[src/rtl/pc_sequencer.sv]
// ---------------------------------------------------------------------------
// pc_sequencer
// Owns the program counter and decides every PC update: sequential advance,
// conditional PC-relative branch, absolute jump, stall and halt. After a
// redirect it raises Flush for one cycle so fetch/decode can squash the
// wrong-path instruction.
//
// Ports:
//   clk            system clock, rising edge
//   rst_n          asynchronous active-low reset
//   Stall          hold PC and state this cycle
//   BranchEn       current instruction is a conditional branch
//   Zero           branch condition; branch taken when BranchEn & Zero
//   Offset         branch word offset (zero-extended, wraps modulo PC range)
//   Jump           current instruction is an absolute jump
//   JumpTarget     jump word address
//   Halt           request to freeze the sequencer
//   Resume         leave the halted state
//   PC             current fetch address (registered)
//   PCNext         PC + 4 (combinational)
//   Flush          squash the wrong-path instruction (registered)
//   Halted         high while halted (registered)
//   RedirectCount  saturating count of taken redirects
// ---------------------------------------------------------------------------
module pc_sequencer #(
   parameter int PC_WIDTH  = 6,
   parameter int OFF_WIDTH = 8,
   parameter int JT_WIDTH  = 8,
   parameter int RESET_PC  = 0
) (
   input  logic                 clk,
   input  logic                 rst_n,
   input  logic                 Stall,
   input  logic                 BranchEn,
   input  logic                 Zero,
   input  logic [OFF_WIDTH-1:0] Offset,
   input  logic                 Jump,
   input  logic [JT_WIDTH-1:0]  JumpTarget,
   input  logic                 Halt,
   input  logic                 Resume,
   output logic [PC_WIDTH-1:0]  PC,
   output logic [PC_WIDTH-1:0]  PCNext,
   output logic                 Flush,
   output logic                 Halted,
   output logic [7:0]           RedirectCount
);

   typedef enum logic [1:0] {
      RUN   = 2'd0,
      FLUSH = 2'd1,
      HALT  = 2'd2
   } state_t;

   // Intermediate widths large enough to hold the word-scaled fields before
   // they are truncated to the PC width; this keeps the arithmetic correct
   // whether the PC is narrower or wider than the scaled fields.
   localparam int OFF_W = (PC_WIDTH > OFF_WIDTH + 2) ? PC_WIDTH : OFF_WIDTH + 2;
   localparam int JT_W  = (PC_WIDTH > JT_WIDTH + 2)  ? PC_WIDTH : JT_WIDTH + 2;

   state_t              state;
   logic [OFF_W-1:0]    off_wide;
   logic [JT_W-1:0]     jt_wide;
   logic [PC_WIDTH-1:0] br_target;
   logic [PC_WIDTH-1:0] jmp_target;
   logic [7:0]          count_inc;
   logic                take_branch;

   // Address arithmetic, all modulo 2^PC_WIDTH. The offset is deliberately
   // not sign-extended: backward branches come from modular wrap-around.
   assign off_wide    = OFF_W'({Offset, 2'b00});
   assign jt_wide     = JT_W'({JumpTarget, 2'b00});
   assign PCNext      = PC + PC_WIDTH'(4);
   assign br_target   = PCNext + off_wide[PC_WIDTH-1:0];
   assign jmp_target  = jt_wide[PC_WIDTH-1:0];
   assign take_branch = BranchEn & Zero;

   // Redirect counter sticks at 255 instead of wrapping.
   assign count_inc = (RedirectCount == 8'hFF) ? RedirectCount : RedirectCount + 8'd1;

   // Sequencer FSM. Flush and Halted are registered copies of the state so
   // downstream stages see glitch-free flags. In RUN, priority is
   // Halt > Stall > Jump > taken branch > sequential advance. The FLUSH cycle
   // ignores Jump/BranchEn/Zero since they belong to the squashed instruction.
   always_ff @(posedge clk or negedge rst_n) begin
      if (!rst_n) begin
         state         <= RUN;
         PC            <= PC_WIDTH'(RESET_PC);
         Flush         <= 1'b0;
         Halted        <= 1'b0;
         RedirectCount <= 8'd0;
      end else begin
         case (state)
            RUN: begin
               if (Halt) begin
                  state  <= HALT;
                  Halted <= 1'b1;
               end else if (Stall) begin
                  state <= RUN;
               end else if (Jump) begin
                  PC            <= jmp_target;
                  state         <= FLUSH;
                  Flush         <= 1'b1;
                  RedirectCount <= count_inc;
               end else if (take_branch) begin
                  PC            <= br_target;
                  state         <= FLUSH;
                  Flush         <= 1'b1;
                  RedirectCount <= count_inc;
               end else begin
                  PC <= PCNext;
               end
            end
            FLUSH: begin
               Flush <= 1'b0;
               if (Halt) begin
                  state  <= HALT;
                  Halted <= 1'b1;
               end else begin
                  state <= RUN;
                  if (!Stall) begin
                     PC <= PCNext;
                  end
               end
            end
            HALT: begin
               if (Resume) begin
                  state  <= RUN;
                  Halted <= 1'b0;
               end
            end
            default: begin
               state  <= RUN;
               Flush  <= 1'b0;
               Halted <= 1'b0;
            end
         endcase
      end
   end

endmodule
[config.mk]
export PLATFORM = sky130hd
export DESIGN_NAME = pc_sequencer
export DESIGN_NICKNAME = d
export VERILOG_FILES = /design/src/rtl/pc_sequencer.sv
export SDC_FILE = /design/constraint.sdc
export NUM_CORES = 1
export LEC_CHECK = 0
export CORE_ASPECT_RATIO = 1.4
export CORE_UTILIZATION = 35
export DETAILED_ROUTE_END_ITERATION = 10
export PLACE_DENSITY_LB_ADDON = 0.3
export SYNTH_ARGS = -nofsm -noshare
export SYNTH_HDL_FRONTEND = slang
export SYNTH_SLANG_ARGS = --single-unit
[constraint.sdc]
create_clock -name clk -period 2.86 [get_ports clk]
set_clock_uncertainty 0.2 [all_clocks]
set_input_delay 0.429 -clock clk [delete_from_list [all_inputs] [get_ports clk]]
set_output_delay 0.429 -clock clk [all_outputs]
set_load 0.01 [all_outputs]
==> impl_results.md <==
- Cts hold-fix bufs: 0
- Die height: 65.0 microns
- Main synth FF type: dfrtp_1
- CP arrival: 2.49 ns
- Critical Path Max Stage Delay: 0.44 ns
- Layout cells sized above 1: under 10%
- Global-route wire length before repair: 3.47 mm
- Setup TNS: 0 ns
- Max stage delay cell, worst path: dfrtp_1
- Fin crit share: 86.2%
- Hold WC Path Type: flop to flop
- Vias in the first global route: 854
- Total global-route track usage: 15.6%
- RSZ-0062 raised after global routing: no
- Largest net degree at the start of global routing: 17
- H-tree depth: 1
- Clock buffer count from CTS: 3
- CORE AREA: 2640 sq um
- Layout area overhead: 39.1%
- Initial Utilization: approximately 37%
- Worst Setup End Kind: flop
- Fin cells: around 170
- Post_cts resized: 0
- Yosys warnings: 0
- CP Launch Type: flop
- Final Hold Fails: 0
- Status: finished clean
- Peak VDD IR: 0.494 mV
- Die Area: ~3100 sq um
- Sequential area share after synthesis: 40.4%
- Slew Limit Fails: 0
- # IOs: 46
- Synth cell types: 33
- Setup-failing EPs final: 0
- Clock latency on the worst-skew pair: roughly 0.28 ns
- WP data required: 2.89 ns
- Clock Path Buffers: 2
- Worst R2R Setup Slack: a little under 0.4 ns
- Post-DRT Antenna Nets: 0
- Crit Path Category: flop to flop
- Final Cell Area: 1380 sq um
- Congestion Overflow GR: 0
- Clock Pin Slew Worst Setup and Hold Paths: 0.09 ns
- Diode count: 0
- PortBufs: 33
- Placed Area: 1340 sq um
- Ys async rst share: 100%
- Drt drc: 0
- WL final: 2.21 mm
- Worst-path cell chain: ha_1 > xor2_1 > ha_1 > a21oi_1 > a211o_1 > a211o_1 > a31oi_1 > mux2_2
- Fmax achieved: about 410 MHz
- Syn_area_per_cell: about 10 sq um
- Yosys reg bits: 16
- Postcts setup bufs: 0
- Power density cells: 739 nW/um^2
- Slew @ Worst Pin: 0.658 ns
- # rows: 22
- Final min period: 2.46 ns
- Wire length per cell: 13.2 microns
- Initial antenna violation count: 0
- Worst relative slew slack: a little under three fifths
- Gpl congestion: 0.786
- Post-synth EDFFs: 0
- Via-to-Cell Ratio: 4.90
- Maxcap violations: 0
- Nets@finish: between 150 and 200
- CTS tree: done
- Vias: 824
- Die extent in x: 47.0 microns
- DR pass1 iterations: 4
- Initial DRC count: 22
- Syn Inst Count: 97
- Post-Route Hold Slack: 0.298 ns
- DP HPWL: between 1.5 and 2 mm
- Netlist Area Pre-Place: 991 sq um
- CP max FO: 6
- Leakage power: 0.588 nW
- Clk sinks: 16
- Placed Instances: 164
- Root Driver: clkbuf_4
==> metal layers <==
metal / vias up / wire length, microns / GRT usage (%)
li1: 411 / - / -
met1: 379 / 882 / 16.5
met2: 32 / 1180 / 28.6
met3: 2 / 135 / 1.67
met4: 0 / 17 / 7.50
met5: - / 0 / 0
==> synthesized netlist by cell type, types with 2 or more instances <==
cell	instances	area share, %
inv_1	2	0.76
buf_4	4	3.0
a21o_1	3	2.3
nor2_1	6	2.3
mux2_2	3	3.4
o31ai_1	2	1.5
o21ai_0	5	2.5
nand2b_1	3	1.9
ha_1	5	6.3
xor2_1	5	4.4
nand2_1	7	2.7
xnor2_1	5	4.4
dfrtp_1	16	40
a21oi_1	5	2.5
a211o_1	2	1.8
nand4_1	4	2.5
nand3_1	4	2.0
==> worst max-delay path: cells and delay by family, from the launching register on <==
family,cells,cell delay [ns]
compound gates,4,0.82
xor+xnor,1,0.18
fa+ha+maj,2,0.60
flops,1,0.44
mux,1,0.16
==> through the flow <==
step | setup WS (ns) | power (mW) | utilization [%]
2_1_floorplan | 0.439 | 0.628 | -
3_5_place_dp | 0.426 | 0.879 | 50.8
4_1_cts | 0.395 | 1.03 | 52.2
3_3_place_gp | 0.447 | 0.868 | 50.8
5_1_grt | 0.262 | 1.10 | 52.2
6_report | 0.396 | 1.02 | 52.2
==> sequential cells by signal, indices dropped and copies added, names as in the netlist <==
signal	cells
PC	4
RedirectCount	8
Halted	1
Flush	1
state	2
==> layout by cell type (no fill, tap or decap), types with 2 or more instances in the layout <==
| master | count |
|---|---|
| ha_1 | 5 |
| a21o_1 | 3 |
| xnor2_1 | 5 |
| nand4_1 | 4 |
| a211o_1 | 2 |
| o31ai_1 | 2 |
| dfrtp_1 | 16 |
| inv_1 | 2 |
| nor2_1 | 6 |
| xor2_1 | 5 |
| mux2_2 | 3 |
| conb_1 | 4 |
| nand2_1 | 7 |
| clkdlybuf4s50_1 | 33 |
| nand2b_1 | 3 |
| a21oi_1 | 5 |
| o21ai_0 | 5 |
| clkbuf_4 | 3 |
| nand3_1 | 4 |
==> worst paths after layout <==
check                       from               end  cells past startpoint
setup / recovery           PC[2]             PC[5]                      8
hold / removal             Flush             Flush                      1
setup reg to reg           PC[2]             PC[5]                      8
hold reg to reg            Flush             Flush                      1
max in group asynchronous  rst_n  RedirectCount[4]                      1
min in group asynchronous  rst_n  RedirectCount[7]                      1
==> report_power, final <==
part / switching, mW / internal, mW / total (mW)
Sequential: 0.0853 / 0.284 / 0.370
Clock: 0.0675 / 0.0775 / 0.145
Combinational: 0.218 / 0.286 / 0.504
Total: 0.371 / 0.648 / 1.02
==> layout make-up <==
cell class / instances / area (sq um)
multi-input cells: 77 / 559
fillers: 254 / 1260
clock buffers: 4 / 36.3
inverters: 2 / 7.51
flip-flops and latches: 16 / 400
repair buffers: 33 / 330
well taps: 36 / 45.0
==> kinds of logic after synthesis <==
kind of cell    after synthesis  share of synthesized area [%]
xor+xnor                     10                           8.84
other cells                   1                          0.378
buf+inv                       7                           4.29
flops                        16                           40.4
simple gates                 33                           20.2
mux                           3                           3.41
compound gates               21                           14.1
fa+ha+maj                     6                           8.33
(Power assumes the default switching activity.)
